File: config.mk
export PLATFORM = sky130hd
export DESIGN_NAME = bvh_fetch_arbiter
export DESIGN_NICKNAME = d
export VERILOG_FILES = /design/src/rtl/bvh_fetch_arbiter_pkg.sv /design/src/rtl/bvh_rr_picker.sv /design/src/rtl/bvh_fetch_arbiter.sv
export SDC_FILE = /design/constraint.sdc
export NUM_CORES = 1
export LEC_CHECK = 0
export CAP_MARGIN = 30
export CORE_AREA = 2 2 449 451
export CTS_CLUSTER_DIAMETER = 150
export DETAILED_ROUTE_END_ITERATION = 8
export DIE_AREA = 0 0 451 453
export PLACE_DENSITY = 0.3
export SYNTH_ARGS = -nofsm -noshare
export SYNTH_HDL_FRONTEND = slang
export SYNTH_SLANG_ARGS = --single-unit
File: constraint.sdc
create_clock -name clk -period 2.2 [get_ports clk]
set_input_delay 0.44 -clock clk [delete_from_list [all_inputs] [get_ports clk]]
set_output_delay 0.44 -clock clk [all_outputs]
set_load 0.02 [all_outputs]
File: src/rtl/bvh_fetch_arbiter_pkg.sv
// bvh_fetch_arbiter_pkg: shared widths and types for the BVH fetch arbiter.
package bvh_fetch_arbiter_pkg;
    localparam int BVH_PRIMITIVE_INDEX_WIDTH  = 16;
    localparam int BVH_PRIMITIVE_AMOUNT_WIDTH = 8;
    localparam int BVH_FETCH_ID_WIDTH         = 4;

    typedef enum logic {BFK_Node = 1'b0, BFK_Primitive = 1'b1} BVHFetchKind;
    typedef enum logic {BFS_Idle = 1'b0, BFS_Burst = 1'b1} BVHFetchState;

    typedef struct packed {
        logic                          Valid;
        logic [BVH_FETCH_ID_WIDTH-1:0] Id;
        logic                          Last;
    } BVHFetchTag;
endpackage

File: src/rtl/bvh_rr_picker.sv
// bvh_rr_picker: combinational round-robin picker, searching upward from rr_i with wrap.
module bvh_rr_picker #(
    parameter int N  = 4,
    parameter int IW = $clog2(N)
) (
    input  logic [N-1:0]  req_i,
    input  logic [IW-1:0] rr_i,
    output logic [N-1:0]  gnt_o,
    output logic [IW-1:0] idx_o,
    output logic          any_o
);
    always_comb begin
        gnt_o = '0;
        idx_o = '0;
        any_o = 1'b0;
        for (int k = 0; k < N; k++) begin
            if (!any_o && req_i[(int'(rr_i) + k) % N]) begin
                any_o = 1'b1;
                idx_o = IW'((int'(rr_i) + k) % N);
            end
        end
        gnt_o[idx_o] = any_o;
    end
endmodule

File: src/rtl/bvh_fetch_arbiter.sv
// bvh_fetch_arbiter: round-robin sharing of one fixed-latency BVH read port among burst requesters.
module bvh_fetch_arbiter
    import bvh_fetch_arbiter_pkg::*;
#(
    parameter int NUM_REQ     = 4,
    parameter int AW          = BVH_PRIMITIVE_INDEX_WIDTH,
    parameter int CW          = BVH_PRIMITIVE_AMOUNT_WIDTH,
    parameter int DW          = 512,
    parameter int MEM_LATENCY = 2
) (
    input  logic                  clk,
    input  logic                  resetn,
    input  logic [NUM_REQ-1:0]    req_valid,
    input  logic [NUM_REQ-1:0]    req_kind,
    input  logic [NUM_REQ*AW-1:0] req_start,
    input  logic [NUM_REQ*CW-1:0] req_count,
    output logic [NUM_REQ-1:0]    req_ack,
    output logic [NUM_REQ-1:0]    req_done,
    output logic [NUM_REQ-1:0]    rsp_valid,
    output logic                  rsp_last,
    output logic [DW-1:0]         rsp_data,
    output logic                  mem_rd_en,
    output logic                  mem_rd_kind,
    output logic [AW-1:0]         mem_rd_addr,
    input  logic [DW-1:0]         mem_rd_data,
    output logic                  busy
);
    localparam int IW = $clog2(NUM_REQ);

    BVHFetchState       state_q, state_d;
    BVHFetchKind        cur_kind_q, cur_kind_d;
    logic [IW-1:0]      rr_q, rr_d, cur_id_q, cur_id_d;
    logic [AW-1:0]      cur_addr_q, cur_addr_d;
    logic [CW-1:0]      rem_q, rem_d;
    logic [NUM_REQ-1:0] ack_q, ack_d, zdone_q, zdone_d;
    BVHFetchTag         tag_q [MEM_LATENCY];
    BVHFetchTag         push, out_tag;
    logic [NUM_REQ-1:0] gnt;
    logic [IW-1:0]      idx;
    logic               any, inflight;

    // The requester just acked still holds req_valid for one more cycle; mask it out.
    bvh_rr_picker #(.N(NUM_REQ), .IW(IW)) u_picker (
        .req_i(req_valid & ~ack_q),
        .rr_i (rr_q),
        .gnt_o(gnt),
        .idx_o(idx),
        .any_o(any)
    );

    always_comb begin
        state_d    = state_q;
        rr_d       = rr_q;
        cur_id_d   = cur_id_q;
        cur_kind_d = cur_kind_q;
        cur_addr_d = cur_addr_q;
        rem_d      = rem_q;
        ack_d      = '0;
        zdone_d    = '0;
        if (state_q == BFS_Idle) begin
            if (any) begin
                cur_id_d   = idx;
                cur_kind_d = BVHFetchKind'(req_kind[idx]);
                cur_addr_d = req_start[idx*AW +: AW];
                rem_d      = req_count[idx*CW +: CW];
                rr_d       = (idx == IW'(NUM_REQ - 1)) ? '0 : idx + IW'(1);
                ack_d      = gnt;
                zdone_d    = (rem_d == '0) ? gnt : '0;
                state_d    = (rem_d == '0) ? BFS_Idle : BFS_Burst;
            end
        end else begin
            cur_addr_d = cur_addr_q + AW'(1);
            rem_d      = rem_q - CW'(1);
            state_d    = (rem_q == CW'(1)) ? BFS_Idle : BFS_Burst;
        end
    end

    always_ff @(posedge clk or negedge resetn) begin
        if (!resetn) begin
            state_q    <= BFS_Idle;
            rr_q       <= '0;
            cur_id_q   <= '0;
            cur_kind_q <= BFK_Node;
            cur_addr_q <= '0;
            rem_q      <= '0;
            ack_q      <= '0;
            zdone_q    <= '0;
        end else begin
            state_q    <= state_d;
            rr_q       <= rr_d;
            cur_id_q   <= cur_id_d;
            cur_kind_q <= cur_kind_d;
            cur_addr_q <= cur_addr_d;
            rem_q      <= rem_d;
            ack_q      <= ack_d;
            zdone_q    <= zdone_d;
        end
    end

    assign push = '{Valid: mem_rd_en, Id: BVH_FETCH_ID_WIDTH'(cur_id_q), Last: rem_q == CW'(1)};

    always_ff @(posedge clk or negedge resetn) begin
        if (!resetn) begin
            for (int i = 0; i < MEM_LATENCY; i++) tag_q[i] <= '0;
        end else begin
            tag_q[0] <= push;
            for (int i = 1; i < MEM_LATENCY; i++) tag_q[i] <= tag_q[i-1];
        end
    end

    always_comb begin
        inflight = 1'b0;
        for (int i = 0; i < MEM_LATENCY; i++) inflight = inflight | tag_q[i].Valid;
    end

    assign out_tag     = tag_q[MEM_LATENCY-1];
    assign mem_rd_en   = (state_q == BFS_Burst);
    assign mem_rd_kind = mem_rd_en & (cur_kind_q == BFK_Primitive);
    assign mem_rd_addr = cur_addr_q;
    assign rsp_valid   = out_tag.Valid ? (NUM_REQ'(1) << out_tag.Id) : '0;
    assign rsp_last    = out_tag.Valid & out_tag.Last;
    assign rsp_data    = mem_rd_data;
    assign req_ack     = ack_q;
    assign req_done    = (rsp_valid & {NUM_REQ{rsp_last}}) | zdone_q;
    assign busy        = (state_q != BFS_Idle) | inflight;
endmodule
After elaboration in Yosys (flattened, before gate mapping)
Cells that the tools add are included.
Operators by class
  reduce and logical (&&, ||, !) cells: 13
  bitwise operators: 13
  magnitude comparators: 6
  equality and inequality tests: 2
  add/sub/neg operators: 6
  multiplexer cells: 38
  shifts and indexed selects: 3
Operator list (count)
  indexed part select 64 x 7 -> 16 bit: 1
  2-to-1 mux 16 bit: 2
  indexed part select 32 x 6 -> 8 bit: 1
  2-to-1 mux 4 bit: 6
  2-to-1 mux 1 bit: 17
  adder 16 x 1 -> 16 bit, second input constant: 1
  2-to-1 mux 8 bit: 2
  bitwise AND 4 bit: 3
  less-than comparator 3 x 4 -> 1 bit, second input constant: 3
  binary-select mux 1 bit (select 2 bit): 5
  2-to-1 mux 2 bit: 5
  equality test 8 x 1 -> 1 bit, second input constant: 1
  logical NOT 8 bit: 1
  subtractor 8 x 1 -> 8 bit, second input constant: 1
  less-than comparator 2 x 3 -> 1 bit, second input constant: 2
  OR reduction 2 bit: 3
  adder 2 x 1 -> 2 bit, second input constant: 2
  adder 2 bit, second input constant: 2
  logical AND 1 bit: 4
  inverter 4 bit: 1
  OR 4 bit: 1
  left shift 1 x 2 -> 4 bit, first input constant: 1
  bitwise AND 1 bit, first input constant: 3
  logical NOT 1 bit: 3
  other kinds (8): 10
Word-level totals
  output and inout port bits: 544
  flip-flop bits (word level): 46

Depth between registers and ports, before layout
  depth after elaboration: 22
  gate-level depth with buffers: 9
  depth with buffers taken out: 7

By module
From an unflattened synthesis, not the netlist that was laid out.
Unflattened totals
  cell total of the unflattened synthesis: 808
  area total of the unflattened synthesis: 6895.4 sq um
Modules (own cells, without submodules)
  bvh_fetch_arbiter: cells an instance 776, area an instance 6712.7 sq um, times used 1, sequential area each 1151.1 sq um
  bvh_rr_picker: cells an instance 32, area an instance 182.7 sq um, times used 1, sequential area each 0.0 sq um

Least setup slack after synthesis
Ideal clock, no wire load.
  kind: register to register
  from: reg ack_q[0], in the netlist req_ack[0]
  to: reg zdone_q[3]
  arrival: 1.769 ns
  required time: 2.066 ns
  clock period less this slack: 1.903 ns
  path buffers: 3
  setup time: 0.134 ns
  slack: 0.297 ns
  cell stages (with the launch flop): 10
  path through: dfrtp_1 > nor2b_2 > a21oi_1 > o22a_1 > buf_6 > buf_6 > buf_6 > ha_1 > and2_1 > nor2b_1
On the way
  cells in the longest elaborated chain, start to end: 22
  elaborated cells on any way between the ends: 38
RTL lines
  from (decl): line bvh_fetch_arbiter.sv:35  | logic [NUM_REQ-1:0] ack_q, ack_d, zdone_q, zdone_d;
  from (signal assigned): line bvh_fetch_arbiter.sv:95  | ack_q <= ack_d;
  inverter 4 bit *: line bvh_fetch_arbiter.sv:44  | .req_i(req_valid & ~ack_q),
  bitwise AND 4 bit *: line bvh_fetch_arbiter.sv:44
  binary-select mux 1 bit (select 2 bit): line bvh_rr_picker.sv:17  | if (!any_o && req_i[(int'(rr_i) + k) % N]) begin
  2-to-1 mux 1 bit (implied by the code): line bvh_rr_picker.sv:17
  2-to-1 mux 1 bit: line bvh_rr_picker.sv:17
  logical NOT 1 bit: line bvh_rr_picker.sv:17
  logical AND 1 bit: line bvh_rr_picker.sv:17
  2-to-1 mux 1 bit: line bvh_rr_picker.sv:17
  [4 not listed]
  logical AND 1 bit: line bvh_rr_picker.sv:17
  2-to-1 mux 2 bit *: line bvh_rr_picker.sv:17
  named net idx[1]: line bvh_fetch_arbiter.sv:39  | logic [IW-1:0] idx;
  parallel branches: the longest is 5 deep, another holds indexed part select 32 x 6 -> 8 bit
  2-to-1 mux 4 bit *: line bvh_fetch_arbiter.sv:68  | zdone_d = (rem_d == '0) ? gnt : '0;
  2-to-1 mux 4 bit *: line bvh_fetch_arbiter.sv:61  | if (any) begin
  2-to-1 mux 4 bit *: line bvh_fetch_arbiter.sv:60  | if (state_q == BFS_Idle) begin
  named net zdone_d[3]: line bvh_fetch_arbiter.sv:35
  to (signal assigned): line bvh_fetch_arbiter.sv:96  | zdone_q <= zdone_d;
  to (decl): line bvh_fetch_arbiter.sv:35
Mark *: on every way through the listed nets, which the timed path passes. The select of a mux whose other input is x is not followed.
A chain may end at the register's enable or synchronous reset.

Worst setup path after layout
  from: reg state_q, in the netlist mem_rd_en
  to: out mem_rd_kind
On the way
  cells in the longest elaborated chain, start to end: 1
RTL lines
  from (decl): line bvh_fetch_arbiter.sv:30  | BVHFetchState state_q, state_d;
  from (signal assigned): line bvh_fetch_arbiter.sv:80  | state_q <= BFS_Idle;
  from (signal assigned): line bvh_fetch_arbiter.sv:89  | state_q <= state_d;
  bitwise AND 1 bit: line bvh_fetch_arbiter.sv:118  | assign mem_rd_kind = mem_rd_en & (cur_kind_q == BFK_Primitive);
  to (decl): line bvh_fetch_arbiter.sv:23  | output logic mem_rd_kind,
No other way between the ends.

==> qor.yml <==
final_layout:
  drive_gt1_frac: 0.256
  seq_area_mm2: 0.00116
  fin_cells: 3190
  multi_input_area_mm2: 0.00188
  finalNetCount: 1148
  syn2layout_area_growth_pct: 25.6
  fill_cells: 23500
logic_synthesis:
  ys_seq_area_frac: 0.165
  synthAdderAreaFrac: 0.0126
  syn_area_per_cell_um2: 8.43
  synth_edf_count: 0
  yosys-top-cells-count: "buf_4, dfrtp_1, mux2i_1"
  synth_top_family_by_area: "buffers and inverters"
  synth-simple-area-share: 0.0874
  synth_mux_area_frac: 0.0682
  synth_area_leader_cell: "buf_4"
  yosysUniqueCellTypes: 66
  yosysTopAreaCellShare: 0.552
  synth-compound-area-share: 0.0755
  syn_nets: 1452
  yosys_warnings: 0
  synthTopCellsByArea: "buf_4, dfrtp_1, mux2i_1, o221ai_1, nand2_1"
  synthCells: 827
  yosys.cell_count.top_type: "buf_4"
  synthArstFlopShare: 1.00
  synth_ff_type: "dfrtp_1"
  synth_area_mm2: 0.00698
  synth-seq-cells: 46
  synth_xor_xnor_area_share: 0.0163
timing:
  tightest_slew_ns: 0.505
  fin_skew_ns: 0.0170
  rsz0062_at_grt: "no"
  fin_crit_sh: 0.971
  max_slew_margin: 0.660
  fin_tns_setup_ns: 0
  slew_viol_final: 0
  fmax_mhz: 468
  period_needed_ns: 2.14
  finalHoldViolCount: 0
  setup_viol: 0
  hold_ws_ns: 0.0754
die:
  core_area_mm2: 0.199
  initial_utilization: 0.0350
  die_w_um: 451
  rows: 164
  design.die.area_mm2: 0.204
  io_pins: 1162
  die_h_um: 453
clocking:
  htreeDepth: 2
  cts_tree: "done"
  hold_buffers: 0
  clk_latency_ns: 0.34
  clkTransAtPathRegs_ns: 0.08
  cts_sinks: 46
  clockBufferDepth: 2
  cts_root_buffer: "clkbuf_16"
  cts_buffers: 5
place:
  hpwl_um: 94100
  routabilityCongestion: 0.747
  dp_cells: 3169
  io_buffers: 137
setup_path:
  worstPathArrival_ns: 1.70
  path_max_fanout: 12
  path_cells: "buf_12 -> and2_1 -> clkdlybuf4s50_1"
  cp_slowest_cell: "clkdlybuf4s50_1"
  timing.critical_path.slowest_cell_delay_ns: 0.61
  required_ns: 1.76
  crit_type: "reg2out"
  endpoint_kind: "primary output"
  path_buf_inv: 2
  start_kind: "flip-flop"
  cp_top_family: "buffers and inverters"
global_routing:
  grt_antenna_before_repair: 30
  overflow: 0
  grt_max_degree: 22
  grtUsageTotal: 0.0944
  grt_first_pass_wirelength_um: 111000
  grt_pass1_vias: 4608
power:
  p_per_area_mw_per_mm2: 808
  leakagePower_nw: 2.49
  peakVddDrop_uv: 288
routing:
  via_count: 4629
  drc: 0
  drt_iter0_drc: 266
  wl_per_cell_um: 31.7
  antenna_left: 0
  drt_wl_total_um: 101000
  dr.pass1.iters: 6
  via_per_inst: 1.45
status:
  outcome: "completed"
flow_run:
  cap_viol_max_count: 0
hold_path:
  hold_class: "in2async"
-- cell families after synthesis --
kind of cell | after synthesis
compound gates | 69
xor+xnor | 13
fa+ha+maj | 7
buf+inv | 539
flops | 46
mux | 47
simple gates | 106
-- through the flow --
step / util / power, mW / setup slack (ns) / instance area (um^2)
4_1_cts: 0.0434 / 7.31 / 0.00424 / 8660
2_1_floorplan: - / 4.91 / 0.297 / 6980
3_3_place_gp: 0.0424 / 6.19 / -0.476 / 8450
5_1_grt: 0.0439 / 7.62 / 0.00260 / 8750
3_5_place_dp: 0.0424 / 6.18 / -0.450 / 8450
6_report: 0.0440 / 7.08 / 0.0646 / 8760
-- registers in the layout, indices dropped and copies added, names as in the netlist, 2 cells and up --
| register | flops |
|---|---|
| cur_id_q | 2 |
| mem_rd_addr | 16 |
| tag_q | 4 |
| zdone_q | 4 |
| req_ack | 4 |
| out_tag | 4 |
| rem_q | 8 |
| rr_q | 2 |
-- area by class of cell --
class	instances	area share
Tap cell	2656	0.379
Timing Repair Buffer	217	0.246
Multi-Input combinational cell	242	0.215
Sequential cell	46	0.132
Clock buffer	5	0.0143
Clock inverter	3	0.00557
Inverter	11	0.00500
Antenna cell	10	0.00286
-- where the power goes --
part	internal [mW]	switching (mW)	leakage (nW)
registers	1.21	0.435	0.556
logic	2.12	2.30	1.85
clock network	0.548	0.468	0.0820
-- cells in the final DEF, fill, tap and decap left out, drive strengths merged, types with 5 or more instances in the layout --
| cell type | Yosys | layout |
|---|---|---|
| clkdlybuf4s50 | 0 | 119 |
| buf | 526 | 94 |
| dfrtp | 46 | 46 |
| mux2i | 43 | 43 |
| nand2 | 25 | 25 |
| nor2 | 14 | 14 |
| nand3 | 12 | 12 |
| o221ai | 11 | 11 |
| nor4 | 11 | 11 |
| inv | 10 | 11 |
| diode | 0 | 10 |
| and3 | 10 | 10 |
| o21ai | 9 | 9 |
| xor2 | 8 | 8 |
| ha | 7 | 7 |
| nor2b | 7 | 7 |
| a31oi | 6 | 6 |
| and2 | 6 | 6 |
| a21oi | 6 | 6 |
| xnor2 | 5 | 5 |
| o22ai | 5 | 5 |
| clkbuf | 2 | 5 |
| nor3 | 5 | 5 |
-- layer usage --
metal,global-route usage,part of all wire,vias up,wire length (um)
met4,0.0416,0.048,36,4810
met3,0.145,0.32,183,32400
li1,-,-,1629,-
met1,0.0496,0.19,1976,18700
met5,0.0303,0.0097,-,978
met2,0.143,0.44,805,44200
-- repair_timing --
action,4_1_cts,5_1_grt
setup buffers,0,4
pin swaps,0,7
gates resized for setup,12,15
endpoints found under the setup margin,11,29
-- worst paths after layout --
check	endpoint	start	cells after the start	slack, ns
min in group clk	out_tag[2]$_DFF_PN0_	tag_q[8]$_DFF_PN0_	0	0.35
hold / removal	rr_q[1]$_DFFE_PN0P_	resetn	1	0.08
hold reg to reg	out_tag[2]$_DFF_PN0_	tag_q[8]$_DFF_PN0_	0	0.35
max in group asynchronous	mem_rd_addr[7]$_DFFE_PN0P_	resetn	2	1.53
setup / recovery	mem_rd_kind	mem_rd_en$_DFF_PN0_	3	0.06
setup reg to reg	rem_q[4]$_DFFE_PN0P_	req_ack[3]$_DFF_PN0_	9	0.15
Power figures use the tool's default switching activity.
